--- config.mk ---
export PLATFORM = sky130hd
export DESIGN_NAME = booth_multiplier_flat
export DESIGN_NICKNAME = d
export VERILOG_FILES = /design/src/rtl/booth_multiplier_pkg.sv /design/src/rtl/booth_multiplier_if.sv /design/src/rtl/booth_multiplier_booth_recoder.sv /design/src/rtl/booth_multiplier.sv /design/src/flat_wrapper.sv
export SDC_FILE = /design/constraint.sdc
export NUM_CORES = 1
export LEC_CHECK = 0
export CORE_UTILIZATION = 25
export DETAILED_ROUTE_END_ITERATION = 8
export GPL_TIMING_DRIVEN = 1
export PLACE_DENSITY_LB_ADDON = 0.1
export SYNTH_ARGS = -nofsm -noshare
export SYNTH_HDL_FRONTEND = slang
export SYNTH_HIERARCHICAL = 1
export SYNTH_SLANG_ARGS = --single-unit
--- constraint.sdc ---
create_clock -name clk -period 3.2 [get_ports clk]
set_clock_uncertainty 0.2 [all_clocks]
set_input_delay 0.8 -clock clk [delete_from_list [all_inputs] [get_ports clk]]
set_output_delay 0.8 -clock clk [all_outputs]
set_load 0.05 [all_outputs]
--- src/rtl/booth_multiplier_pkg.sv ---
// Shared definitions for the radix-4 Booth multiplier.
// Holds the operand width, the control states and the Booth digit encoding.
package booth_multiplier_pkg;

  localparam int WIDTH = 8;
  // The partial product needs two guard bits so that +/-2M fits without wrap.
  localparam int PW    = WIDTH + 2;
  localparam int CW    = 2;
  localparam logic [CW-1:0] LAST_ITER = CW'(WIDTH / 2 - 1);

  typedef enum logic [1:0] {
    IDLE  = 2'd0,
    GET_A = 2'd1,
    GET_B = 2'd2,
    CALC  = 2'd3
  } state_t;

  typedef enum logic [2:0] {
    ZERO = 3'd0,
    PM   = 3'd1,
    P2M  = 3'd2,
    NM   = 3'd3,
    N2M  = 3'd4
  } digit_t;

  // Map a {Q[1],Q[0],q_-1} window to its Booth digit.
  function automatic digit_t booth_digit(input logic [2:0] win);
    digit_t d;
    case (win)
      3'b001, 3'b010: d = PM;
      3'b011:         d = P2M;
      3'b100:         d = N2M;
      3'b101, 3'b110: d = NM;
      default:        d = ZERO;
    endcase
    return d;
  endfunction

endpackage

--- src/rtl/booth_multiplier_if.sv ---
// Operand/result bus between the controller (master) and the multiplier (slave).
// Handshake: the master strobes get 0->1 to present in; the slave raises ready
// with out once a product is complete and holds both until the next A capture.
interface booth_multiplier_if;
  import booth_multiplier_pkg::*;

  logic [WIDTH-1:0]   in;
  logic               start;
  logic               get;
  logic               ready;
  logic [2*WIDTH-1:0] out;

  modport master (output in, output start, output get, input ready, input out);
  modport slave  (input in, input start, input get, output ready, output out);

endinterface

--- src/rtl/booth_multiplier_booth_recoder.sv ---
// Combinational Booth recoder: 3-bit multiplier window plus multiplicand M
// gives the signed 10-bit addend for one radix-4 iteration.
module booth_recoder
  import booth_multiplier_pkg::*;
(
  input  logic [2:0]       window,
  input  logic [WIDTH-1:0] m,
  output logic [PW-1:0]    addend
);

  logic [PW-1:0] m_ext;
  logic [PW-1:0] m2_ext;
  digit_t        digit;

  assign m_ext  = {{(PW-WIDTH){m[WIDTH-1]}}, m};
  assign m2_ext = {m_ext[PW-2:0], 1'b0};
  assign digit  = booth_digit(window);

  // Select 0, +/-M or +/-2M according to the recoded digit.
  always_comb begin
    addend = '0;
    case (digit)
      PM:      addend = m_ext;
      P2M:     addend = m2_ext;
      NM:      addend = ~m_ext + PW'(1);
      N2M:     addend = ~m2_ext + PW'(1);
      default: addend = '0;
    endcase
  end

endmodule

--- src/rtl/booth_multiplier.sv ---
// Sequential signed radix-4 Booth multiplier with a two-operand streaming
// front end. Operands arrive on get rising edges; the product appears with
// ready four clocks after the second operand is captured.
module booth_multiplier
  import booth_multiplier_pkg::*;
(
  input  logic                clk,
  input  logic                rst,
  booth_multiplier_if.slave   bus,
  output state_t              state_dbg
);

  state_t             state_q, state_d;
  logic               get_d_q, get_d_d;
  logic [WIDTH-1:0]   m_q, m_d;
  logic [WIDTH-1:0]   q_q, q_d;
  logic [PW-1:0]      p_q, p_d;
  logic               qm1_q, qm1_d;
  logic [CW-1:0]      count_q, count_d;
  logic               ready_q, ready_d;
  logic [2*WIDTH-1:0] out_q, out_d;

  logic                     get_rise;
  logic [PW-1:0]            addend;
  logic [PW-1:0]            sum;
  logic signed [PW+WIDTH:0] combo;
  logic signed [PW+WIDTH:0] shifted;

  booth_recoder u_recoder (
    .window (({q_q[1:0], qm1_q})),
    .m      (m_q),
    .addend (addend)
  );

  assign get_rise  = bus.get & ~get_d_q;
  assign sum       = p_q + addend;
  assign combo     = {sum, q_q, qm1_q};
  assign shifted   = combo >>> 2;
  assign bus.ready = ready_q;
  assign bus.out   = out_q;
  assign state_dbg = state_q;

  // Next-state, operand capture and Booth iteration.
  always_comb begin
    state_d = state_q;
    get_d_d = bus.get;
    m_d     = m_q;
    q_d     = q_q;
    p_d     = p_q;
    qm1_d   = qm1_q;
    count_d = count_q;
    ready_d = ready_q;
    out_d   = out_q;
    if (bus.start && state_q != IDLE) begin
      // Abort whatever is in flight and wait for a fresh A.
      ready_d = 1'b0;
      state_d = GET_A;
    end else begin
      case (state_q)
        IDLE: begin
          if (bus.start) state_d = GET_A;
        end
        GET_A: begin
          if (get_rise) begin
            m_d     = bus.in;
            ready_d = 1'b0;
            state_d = GET_B;
          end
        end
        GET_B: begin
          if (get_rise) begin
            q_d     = bus.in;
            p_d     = '0;
            qm1_d   = 1'b0;
            count_d = '0;
            state_d = CALC;
          end
        end
        CALC: begin
          // get strobes here are deliberately dropped.
          p_d     = shifted[PW+WIDTH:WIDTH+1];
          q_d     = shifted[WIDTH:1];
          qm1_d   = shifted[0];
          count_d = count_q + CW'(1);
          if (count_q == LAST_ITER) begin
            out_d   = shifted[2*WIDTH:1];
            ready_d = 1'b1;
            state_d = GET_A;
          end
        end
        default: state_d = IDLE;
      endcase
    end
  end

  // State and datapath registers.
  always_ff @(posedge clk or posedge rst) begin
    if (rst) begin
      state_q <= IDLE;
      get_d_q <= 1'b0;
      m_q     <= '0;
      q_q     <= '0;
      p_q     <= '0;
      qm1_q   <= 1'b0;
      count_q <= '0;
      ready_q <= 1'b0;
      out_q   <= '0;
    end else begin
      state_q <= state_d;
      get_d_q <= get_d_d;
      m_q     <= m_d;
      q_q     <= q_d;
      p_q     <= p_d;
      qm1_q   <= qm1_d;
      count_q <= count_d;
      ready_q <= ready_d;
      out_q   <= out_d;
    end
  end

endmodule

--- src/flat_wrapper.sv ---
// flat-port wrapper written by rule: the top's interface ports become plain ports
module booth_multiplier_flat import booth_multiplier_pkg::*;
  (clk, rst, state_dbg, bus_in, bus_start, bus_get, bus_ready, bus_out);
  booth_multiplier_if bus_i ();
  input  logic clk;
  input  logic rst;
  output state_t state_dbg;
  input wire logic [$bits(bus_i.in)-1:0] bus_in;
  input wire logic [$bits(bus_i.start)-1:0] bus_start;
  input wire logic [$bits(bus_i.get)-1:0] bus_get;
  output wire logic [$bits(bus_i.ready)-1:0] bus_ready;
  output wire logic [$bits(bus_i.out)-1:0] bus_out;
  assign bus_i.in = bus_in;
  assign bus_i.start = bus_start;
  assign bus_i.get = bus_get;
  assign bus_ready = bus_i.ready;
  assign bus_out = bus_i.out;
  booth_multiplier u_core (.clk(clk), .rst(rst), .bus(bus_i), .state_dbg(state_dbg));
endmodule
==> impl_results.rst, run 1 <==
.. list-table::
   :header-rows: 1

   * - Metric
     - Value
   * - CTS tree
     - built
   * - Cell Area, Placed
     - 3940 um^2
   * - Routed wire length on met3
     - 283 um
   * - Clock net sink count
     - 47
   * - Worst slack on hold paths
     - 0.277 ns
   * - Post-synthesis async set-or-reset flop share
     - 100%
   * - Post-synthesis net count
     - 357
   * - Required @ worst endpoint
     - 3.18 ns
   * - Number of buffer cells added on primary ports
     - 30
   * - P&R area growth vs syn
     - 35.4%
   * - DR iter-0 viols
     - 127
   * - Dpl cells
     - 558
   * - HPWL reported at the end of detailed placement
     - 6.36 mm
   * - Synthesis warning total
     - 6
   * - R2R depth
     - 10
   * - Category of the worst setup path capture point
     - flip-flop
   * - Die height
     - 114 um
   * - Launch point of the critical path
     - u_core/m_q[2]
   * - Via count of the first global-routing pass
     - 2,624
   * - Top cells by area, synth
     - dfrtp_1 37%, mux2_2 9.0%, ha_1 6.4%
   * - Total grt overflow
     - 0
   * - Rows
     - 40
   * - Highest routing layer actually used
     - met4
   * - Largest net degree at the start of global routing
     - 27
   * - Post-synthesis average cell area
     - 9.59 um^2
   * - Type of the worst min-delay path
     - reg -> reg
   * - Critical R2R Launch
     - u_core/m_q[2]
   * - Max-cap viol count
     - 0
   * - Number of distinct library cell variants in the gate-level netlist after synthesis
     - 56
   * - Max Fclk
     - 326 MHz
   * - Tightest Pin Transition
     - 0.534 ns
   * - Number of buffers added by the clock tree synthesis step
     - 5
   * - Wire length of the first global-routing pass
     - 13.7 mm
   * - Met1 Routed Length
     - 4.19 mm
   * - Skew-Pair Late Insertion Delay
     - 0.29 ns
   * - Register bit total from synthesis
     - 47
   * - Arrival time of data at the critical path endpoint
     - 3.05 ns
   * - Count of pins on the block boundary
     - 31
   * - Nets
     - 428
   * - Antenna diodes
     - 0
   * - Number of hold buffers added after cts
     - 0
   * - H-Tree Depth
     - 2
   * - Worst Setup Start Kind
     - flip-flop
   * - Relative slew margins
     - 64.0%
   * - Core utilization of the finished layout
     - 35.1%
   * - Period utilization
     - 95.9%
   * - Total length of routed wires
     - 8.40 mm
   * - Number of nets still failing antenna checks after routing
     - 0
   * - Area fraction of the dominant cell type after synthesis
     - 37.4%
   * - Summed area of non-filler cells in the final layout
     - 4260 um^2
   * - Share of post-route cells with drive strength above 1
     - 29.0%
   * - Hold_sp
     - u_core/count_q[1]
   * - Die footprint
     - 13,000 um^2
   * - Final standard cell count with taps included and fillers excluded
     - 568
   * - Wire per inst
     - 14.8 um
   * - Cell count of the worst hold path
     - 2
   * - Final Hold Fails
     - 0
   * - Main flop type after synthesis
     - dfrtp_1
   * - Amount of wire on met2 after detailed routing
     - 3.83 mm
   * - Root buffer cell
     - clkbuf_16
   * - Sequential cell area fraction in the yosys report
     - 37.4%
   * - Number of pins exceeding their max-slew limit in the final report
     - 0
   * - Starting utilization of the core area
     - 26.0%
   * - Summed instance area of the synthesized netlist
     - 3140 um^2
   * - Core area
     - 12,100 um^2
   * - Shortest clock period the worst path allows after layout
     - 3.07 ns
   * - Leading post-synthesis cells by instance count
     - 47 x dfrtp_1, 26 x nor2_1, 25 x a21oi_1, 25 x mux2_2, 24 x nand2_1
   * - Number of antenna violations at the first check in global routing
     - 0
   * - GR Util All Layers
     - 13.5%
   * - Die boundary width
     - 114 um
   * - Run status
     - complete, no violations
   * - Final setup violation count
     - 0
   * - Average vias per placed instance
     - 4.72
   * - Clock slew at reported path FFs
     - 0.07 ns
   * - DRT Pass-1 Iters
     - 4
   * - Post-detailed-route DRC marker count
     - 0
   * - Final estimated routing congestion in global placement
     - 0.760
   * - Largest area contributor in the synthesized netlist
     - dfrtp_1
   * - Post-synth EDFFs
     - 0
   * - Maximum fanout count along the critical path
     - 6
   * - Clk buf depth
     - 2
   * - Crit Path Category
     - reg -> reg
   * - Total via count after detailed routing
     - 2,683
   * - Most common cell in the netlist
     - dfrtp_1
   * - Gate count after technology mapping
     - 328
==> cell families (layout without fill, tap and decap cells) <==
logic type | Yosys count | after routing | synth area share, %
multiplexers | 38 | 38 | 13.1
buffers and inverters | 28 | 100 | 4.26
adder cells (fa/ha/maj) | 17 | 17 | 7.00
flip-flops | 47 | 47 | 37.4
AO/OA/AOI/OAI | 89 | 89 | 18.6
XOR/XNOR | 11 | 11 | 3.50
AND/OR/NAND/NOR | 98 | 98 | 16.1
==> state kept, by name (all words and copies together) (netlist names) <==
signal	count
u_core/q_q	8
u_core/bus.ready	1
u_core/bus.out	16
u_core/qm1_q	1
u_core/m_q	8
u_core/get_d_q	1
u_core/p_q	8
u_core/count_q	2
u_core/state_dbg	2
==> cells in the final DEF (no fill, tap or decap), drive strengths merged, types with 2 or more instances in the layout <==
| cell type | synthesis | final |
|---|---|---|
| a22o | 5 | 5 |
| nor2b | 7 | 7 |
| nor3b | 4 | 4 |
| clkdlybuf4s50 | 0 | 30 |
| o21ai | 21 | 21 |
| nand3 | 9 | 9 |
| a2bb2oi | 2 | 2 |
| a22oi | 2 | 2 |
| or4 | 2 | 2 |
| mux2 | 25 | 25 |
| a32oi | 2 | 2 |
| o311ai | 2 | 2 |
| nor4 | 2 | 2 |
| a21boi | 3 | 3 |
| nand2 | 24 | 24 |
| a211oi | 5 | 5 |
| nor3 | 7 | 7 |
| nor2 | 26 | 26 |
| ha | 16 | 16 |
| clkbuf | 6 | 6 |
| buf | 9 | 49 |
| o21a | 3 | 3 |
| a21o | 3 | 3 |
| o21bai | 2 | 2 |
| xor2 | 4 | 4 |
| or2 | 2 | 2 |
| dfrtp | 47 | 47 |
| a21oi | 28 | 28 |
| o31ai | 2 | 2 |
| xnor2 | 6 | 6 |
| or3 | 2 | 2 |
| o22ai | 2 | 2 |
| inv | 13 | 13 |
| mux2i | 13 | 13 |
| nand2b | 8 | 8 |
==> worst paths after layout <==
kind	to	slack [ns]
setup / recovery	u_core/bus.out[15]	0.13
max in group asynchronous	u_core/qm1_q	1.63
hold / removal	u_core/count_q[1]	0.28
min in group asynchronous	u_core/bus.out[6]	0.65
hold reg to reg	u_core/count_q[1]	0.28
setup reg to reg	u_core/bus.out[15]	0.13
==> worst max-delay path, cell delays in order (launching register included) <==
cell,delay (ns)
dfrtp_2,0.46
or4_4,0.58
nor3b_4,0.24
o31ai_1,0.09
a211o_1,0.31
ha_4,0.24
a21oi_2,0.17
o21ai_2,0.09
a21oi_2,0.11
xnor3_1,0.21
mux2_2,0.26
==> metrics by stage <==
stage          setup TNS [ns]  worst slack (ns)
2_1_floorplan               0             0.118
3_3_place_gp           -0.164           -0.0692
3_5_place_dp           -0.233           -0.0865
4_1_cts                     0           0.00380
5_1_grt              -0.00934          -0.00572
6_report                    0             0.132
==> what timing repair did <==
item,4_1_cts,5_1_grt
buffers inserted,0,2
setup endpoints to repair,5,11
pin swaps,0,8
gates resized for setup,4,26
==> per-layer routing <==
metal  global-route usage [%]  vias up
li1                         -     1333
met1                     19.4     1297
met2                     20.8       46
met3                     1.96        7
met4                     4.07        0
met5                        0        -
==> final cells by class <==
class                      count  area (um^2)
clock buffer                   6          139
multi-input combinational    253         1960
sequential                    47         1180
tap                          168          210
fill                        1309         7860
clock inverter                 2         35.0
timing repair buffer          79          681
inverter                      13         48.8
Power of run 1 is left out: the tool's default activity adds up to more than one toggle a clock period on the data nets, which glitch-free logic cannot reach.
==> inputs of run 2 (changes only) <==
- RECOVER_POWER: not set -> 50
==> run 2 against run 1 <==
Critical path depth stayed put. Via count is 0.15% lower. First-iteration DRC count is 1.6% higher. Wire length hardly changed. Count of clock-buffer cells in the layout stayed put. Maximum frequency hardly changed. Sequential share of layout area is 0.12 points higher. Worst hold slack hardly changed. Die area stayed put. Critical endpoint unchanged.
==> impl_results.rst, run 2 (synthesis results as in run 1) <==
.. list-table::
   :header-rows: 1

   * - Metric
     - Value
   * - HPWL reported at the end of detailed placement
     - 6.36 mm
   * - Shortest clock period the worst path allows after layout
     - 3.07 ns
   * - Type of the worst min-delay path
     - reg -> reg
   * - Endpoint of the worst setup timing path
     - u_core/bus.out[15]
   * - Number of nets still failing antenna checks after routing
     - 0
   * - Post-detailed-route DRC marker count
     - 0
   * - Crit Path Category
     - reg -> reg
   * - Largest net degree at the start of global routing
     - 27
   * - Worst Setup Start Kind
     - flip-flop
   * - Die footprint
     - 13,000 um^2
   * - Final Hold Fails
     - 0
   * - Skew-Pair Late Insertion Delay
     - 0.29 ns
   * - GR Util All Layers
     - 13.5%
   * - Die height
     - 114 um
   * - R2R depth
     - 10
   * - Total grt overflow
     - 0
   * - Final estimated routing congestion in global placement
     - 0.760
   * - Average vias per placed instance
     - 4.72
   * - Pre-CTS WS
     - -0.0865 ns
   * - Core area
     - 12,100 um^2
   * - Max Fclk
     - 326 MHz
   * - DRT Pass-1 Iters
     - 4
   * - Clk buf depth
     - 2
   * - Wire per inst
     - 14.8 um
   * - Worst Slack Setup Final
     - 0.134 ns
   * - Number of buffers added by the clock tree synthesis step
     - 5
   * - Wire length of the first global-routing pass
     - 13.7 mm
   * - Die boundary width
     - 114 um
   * - Share of post-route cells with drive strength above 1
     - 28.5%
   * - Tightest Pin Transition
     - 0.841 ns
   * - Number of pins exceeding their max-slew limit in the final report
     - 0
   * - Final setup violation count
     - 0
   * - Category of the worst setup path capture point
     - flip-flop
   * - Launch point of the critical path
     - u_core/m_q[2]
   * - Fill cell count
     - 1,310
   * - Most common library cell in the layout ignoring fill and taps
     - buf_4
   * - Run status
     - complete, no violations
   * - CTS tree
     - built
   * - P&R area growth vs syn
     - 34.8%
   * - Starting utilization of the core area
     - 26.0%
   * - Clock slew at reported path FFs
     - 0.07 ns
   * - Root buffer cell
     - clkbuf_16
   * - Arrival time of data at the critical path endpoint
     - 3.05 ns
   * - Number of hold buffers added after cts
     - 0
   * - Required @ worst endpoint
     - 3.19 ns
   * - Nets
     - 428
   * - R2r setup slk
     - 0.13 ns
   * - Total via count after detailed routing
     - 2,679
   * - Count of pins on the block boundary
     - 31
   * - Clock net sink count
     - 47
   * - Relative slew margins
     - 43.9%
   * - Maximum fanout count along the critical path
     - 6
   * - Largest register FFs
     - 16
   * - Critical R2R Launch
     - u_core/m_q[2]
   * - DR iter-0 viols
     - 129
   * - H-Tree Depth
     - 2
   * - Destination of the worst register-to-register timing path
     - u_core/bus.out[15]
   * - Worst slack on hold paths
     - 0.277 ns
   * - Max-cap viol count
     - 0
   * - Via count of the first global-routing pass
     - 2,624
   * - Number of antenna violations at the first check in global routing
     - 0
   * - Final setup TNS
     - 0 ns
   * - Total length of routed wires
     - 8.40 mm
   * - Rows
     - 40
   * - Number of buffer cells added on primary ports
     - 30
   * - Antenna diodes
     - 0
   * - Commonest non-fill, non-tap cells in the layout
     - 47 x buf_4, 44 x dfrtp_1, 27 x clkdlybuf4s50_1
   * - Period utilization
     - 95.8%
==> run 2: repair_timing <==
item,in CTS,in global routing
endpoints found under the hold margin,0,0
setup endpoints to repair,5,11
buffers inserted,0,2
pin swaps,0,8
gates resized for setup,4,26
==> run 2: critical path, stage by stage, from the launching register on <==
cell,delay [ns]
dfrtp_2,0.46
or4_4,0.58
nor3b_4,0.24
o31ai_1,0.09
a211o_1,0.31
ha_4,0.24
a21oi_2,0.17
o21ai_2,0.09
a21oi_2,0.11
xnor3_1,0.21
mux2_2,0.26
==> run 2: metrics by stage <==
step | cells | instance area, um^2 | util (%)
5_1_grt | 568 | 4240 | 35.0
4_1_cts | 566 | 4130 | 34.1
3_5_place_dp | 558 | 3940 | 32.5
2_1_floorplan | 328 | 3140 | -
6_report | 568 | 4240 | 35.0
3_3_place_gp | 558 | 3940 | 32.5
==> run 2: worst min path at each step <==
stage	start	endpoint	slack, ns	cells past startpoint
2_1_floorplan	u_core/count_q[1]	u_core/count_q[1]	0.24	2
6_report	u_core/count_q[1]	u_core/count_q[1]	0.28	2
3_5_place_dp	u_core/count_q[1]	u_core/count_q[1]	0.26	2
5_1_grt	u_core/bus.out[3]	u_core/bus.out[3]	0.31	1
3_3_place_gp	u_core/count_q[1]	u_core/count_q[1]	0.26	2
4_1_cts	u_core/count_q[1]	u_core/count_q[1]	0.28	2
==> run 2: layout make-up <==
| cell class | instances | area, um^2 | share of cell area, % |
|---|---|---|---|
| clock buffers | 6 | 139 | 3.28 |
| repair buffers | 79 | 662 | 15.6 |
| inverters | 13 | 48.8 | 1.15 |
| multi-input cells | 253 | 1960 | 46.3 |
| well taps | 168 | 210 | 4.96 |
| flip-flops and latches | 47 | 1180 | 27.8 |
| clock inverters | 2 | 35.0 | 0.827 |
==> run 2: per-layer routing <==
| layer | wire, um | vias to the layer above | global-route usage, % | share of wire [%] |
|---|---|---|---|---|
| li1 | - | 1330 | - | - |
| met4 | 103 | 0 | 4.07 | 1.2 |
| met1 | 4210 | 1300 | 19.4 | 50 |
| met3 | 251 | 7 | 1.96 | 3.0 |
| met2 | 3840 | 42 | 20.8 | 46 |
| met5 | 0 | - | 0 | 0 |
Power of run 2 is left out for the same reason.
==> inputs of run 3 (changes only) <==
- SETUP_SLACK_MARGIN: not set -> 0.05
==> run 3 against run 2 <==
Sequential share of layout area is 0.57 points lower. Register-to-register slack gained 0.02 ns. Highest routed layer unchanged. First-iteration DRC count fell by 9.3%. Cell count is 0.53% higher. Worst hold slack stayed put. Core utilization grew 0.77 points. Count of clock-buffer cells in the layout unchanged. Sequential cell count is the same. Critical path depth up 2. Non-clock buffer count rose by 3. Maximum frequency is 0.75% higher. Worst setup slack gained 0.023 ns.
==> impl_results.rst, run 3 (synthesis results as in run 1) <==
.. list-table::
   :header-rows: 1

   * - Metric
     - Value
   * - Wire length of the first global-routing pass
     - 13.7 mm
   * - Number of pins exceeding their max-slew limit in the final report
     - 0
   * - Number of nets still failing antenna checks after routing
     - 0
   * - Unrepaired setup endpoints after global routing
     - yes
   * - Clk buf depth
     - 2
   * - Total stage count of the critical path
     - 12
   * - Tightest Pin Transition
     - 0.837 ns
   * - Category of the worst setup path capture point
     - flip-flop
   * - Delay of the slowest cell on the worst path
     - 0.45 ns
   * - P&R area growth vs syn
     - 37.8%
   * - Die footprint
     - 13,000 um^2
   * - Crit Path Category
     - reg -> reg
   * - Critical R2R Launch
     - u_core/m_q[2]
   * - Worst path bufs/invs
     - 2
   * - HPWL reported at the end of detailed placement
     - 6.36 mm
   * - GR Util All Layers
     - 13.5%
   * - Required @ worst endpoint
     - 3.19 ns
   * - Final setup violation count
     - 0
   * - Cell family contributing the most delay on the critical path
     - compound AO/OA/AOI/OAI gates
   * - Final estimated routing congestion in global placement
     - 0.760
   * - Total length of routed wires
     - 8.51 mm
   * - Max-cap viol count
     - 0
   * - Number of hold buffers added after cts
     - 0
   * - Count of pins on the block boundary
     - 31
   * - Die height
     - 114 um
   * - Sequence of cells on the critical path
     - buf_4, buf_4, mux2_2, a211oi_1, a21oi_1, ha_2, o21ai_1, o21bai_2, a21o_1, a21oi_2, xnor3_1, mux2_2
   * - Final Hold Fails
     - 0
   * - DRT Pass-1 Iters
     - 4
   * - Clock slew at reported path FFs
     - 0.07 ns
   * - Commonest non-fill, non-tap cells in the layout
     - 50 x buf_4, 43 x dfrtp_1, 27 x clkdlybuf4s50_1
   * - Worst Setup Start Kind
     - flip-flop
   * - Wire per inst
     - 14.9 um
   * - Period utilization
     - 95.1%
   * - Root buffer cell
     - clkbuf_16
   * - Number of antenna violations at the first check in global routing
     - 0
   * - Most common library cell in the layout ignoring fill and taps
     - buf_4
   * - Via count of the first global-routing pass
     - 2,623
   * - Maximum fanout count along the critical path
     - 5
   * - Worst Slack Setup Final
     - 0.157 ns
   * - Endpoint of the worst setup timing path
     - u_core/bus.out[15]
   * - H-Tree Depth
     - 2
   * - Max Fclk
     - 329 MHz
   * - Number of buffers added by the clock tree synthesis step
     - 5
   * - Skew-Pair Late Insertion Delay
     - 0.29 ns
   * - Average vias per placed instance
     - 4.73
   * - Post-detailed-route DRC marker count
     - 0
   * - Run status
     - complete, no violations
   * - CTS tree
     - built
   * - Share of post-route cells with drive strength above 1
     - 32.3%
   * - Relative slew margins
     - 44.2%
   * - Clock net sink count
     - 47
   * - Antenna diodes
     - 0
   * - Pre-CTS WS
     - -0.0865 ns
   * - Destination of the worst register-to-register timing path
     - u_core/bus.out[15]
   * - Total grt overflow
     - 0
   * - R2R depth
     - 12
   * - Type of the worst min-delay path
     - reg -> reg
   * - Summed area of non-filler cells in the final layout
     - 4330 um^2
   * - Cell Area, Placed
     - 3940 um^2
   * - Arrival time of data at the critical path endpoint
     - 3.03 ns
   * - Fill cell count
     - 1,304
   * - Largest net degree at the start of global routing
     - 27
   * - Total via count after detailed routing
     - 2,700
   * - Shortest clock period the worst path allows after layout
     - 3.04 ns
   * - Starting utilization of the core area
     - 26.0%
   * - DR iter-0 viols
     - 117
   * - Number of buffer cells added on primary ports
     - 30
   * - Rows
     - 40
   * - Nets
     - 431
   * - Launch point of the critical path
     - u_core/m_q[2]
   * - Die boundary width
     - 114 um
   * - R2r setup slk
     - 0.16 ns
   * - Core area
     - 12,100 um^2
   * - Largest register FFs
     - 16
   * - Critical-path top delay cell
     - dfrtp_2
run 3: worst min-delay path by stage:
stage | from | to | slack (ns) | cells past startpoint
finish | u_core/count_q[1] | u_core/count_q[1] | 0.28 | 2
global route | u_core/bus.out[3] | u_core/bus.out[3] | 0.31 | 1
CTS | u_core/count_q[1] | u_core/count_q[1] | 0.28 | 2
detailed placement | u_core/count_q[1] | u_core/count_q[1] | 0.26 | 2
global placement | u_core/count_q[1] | u_core/count_q[1] | 0.26 | 2
floorplan | u_core/count_q[1] | u_core/count_q[1] | 0.24 | 2
run 3: through the flow:
stage,util (%),hold WS [ns],TNS [ns],instances
6_report,35.8,0.277,0,571
3_5_place_dp,32.5,0.264,-0.233,558
2_1_floorplan,-,0.243,0,328
5_1_grt,35.8,0.313,-0.0141,571
3_3_place_gp,32.5,0.258,-0.164,558
4_1_cts,34.2,0.279,0,566
run 3: routing by layer:
layer  vias up  share of wire, %  global-route usage (%)
li1       1337                 -                       -
met1      1318                49                    19.3
met2        38                47                    20.8
met3         7               3.3                    1.96
met4         0               1.2                    4.07
met5         -                 0                       0
run 3: layout make-up:
type,instances,area [um^2],share of cell area [%]
Sequential cell,47,1180,27.3
Clock buffer,6,139,3.21
Timing Repair Buffer,82,684,15.8
Multi-Input combinational cell,253,2030,46.9
Inverter,13,48.8,1.13
Tap cell,168,210,4.85
Clock inverter,2,35.0,0.809
run 3: worst min-delay path: stages, from the launching register on:
cell and delay, ns:
dfrtp_1 0.34, nand2_1 0.05, nand2_1 0.05
run 3: timing repair:
item / CTS / global route
pin swaps: 1 / 17
resized for setup: 10 / 37
setup endpoints to repair: 7 / 10
buffers inserted: 0 / 5
Power of run 3 is left out for the same reason.
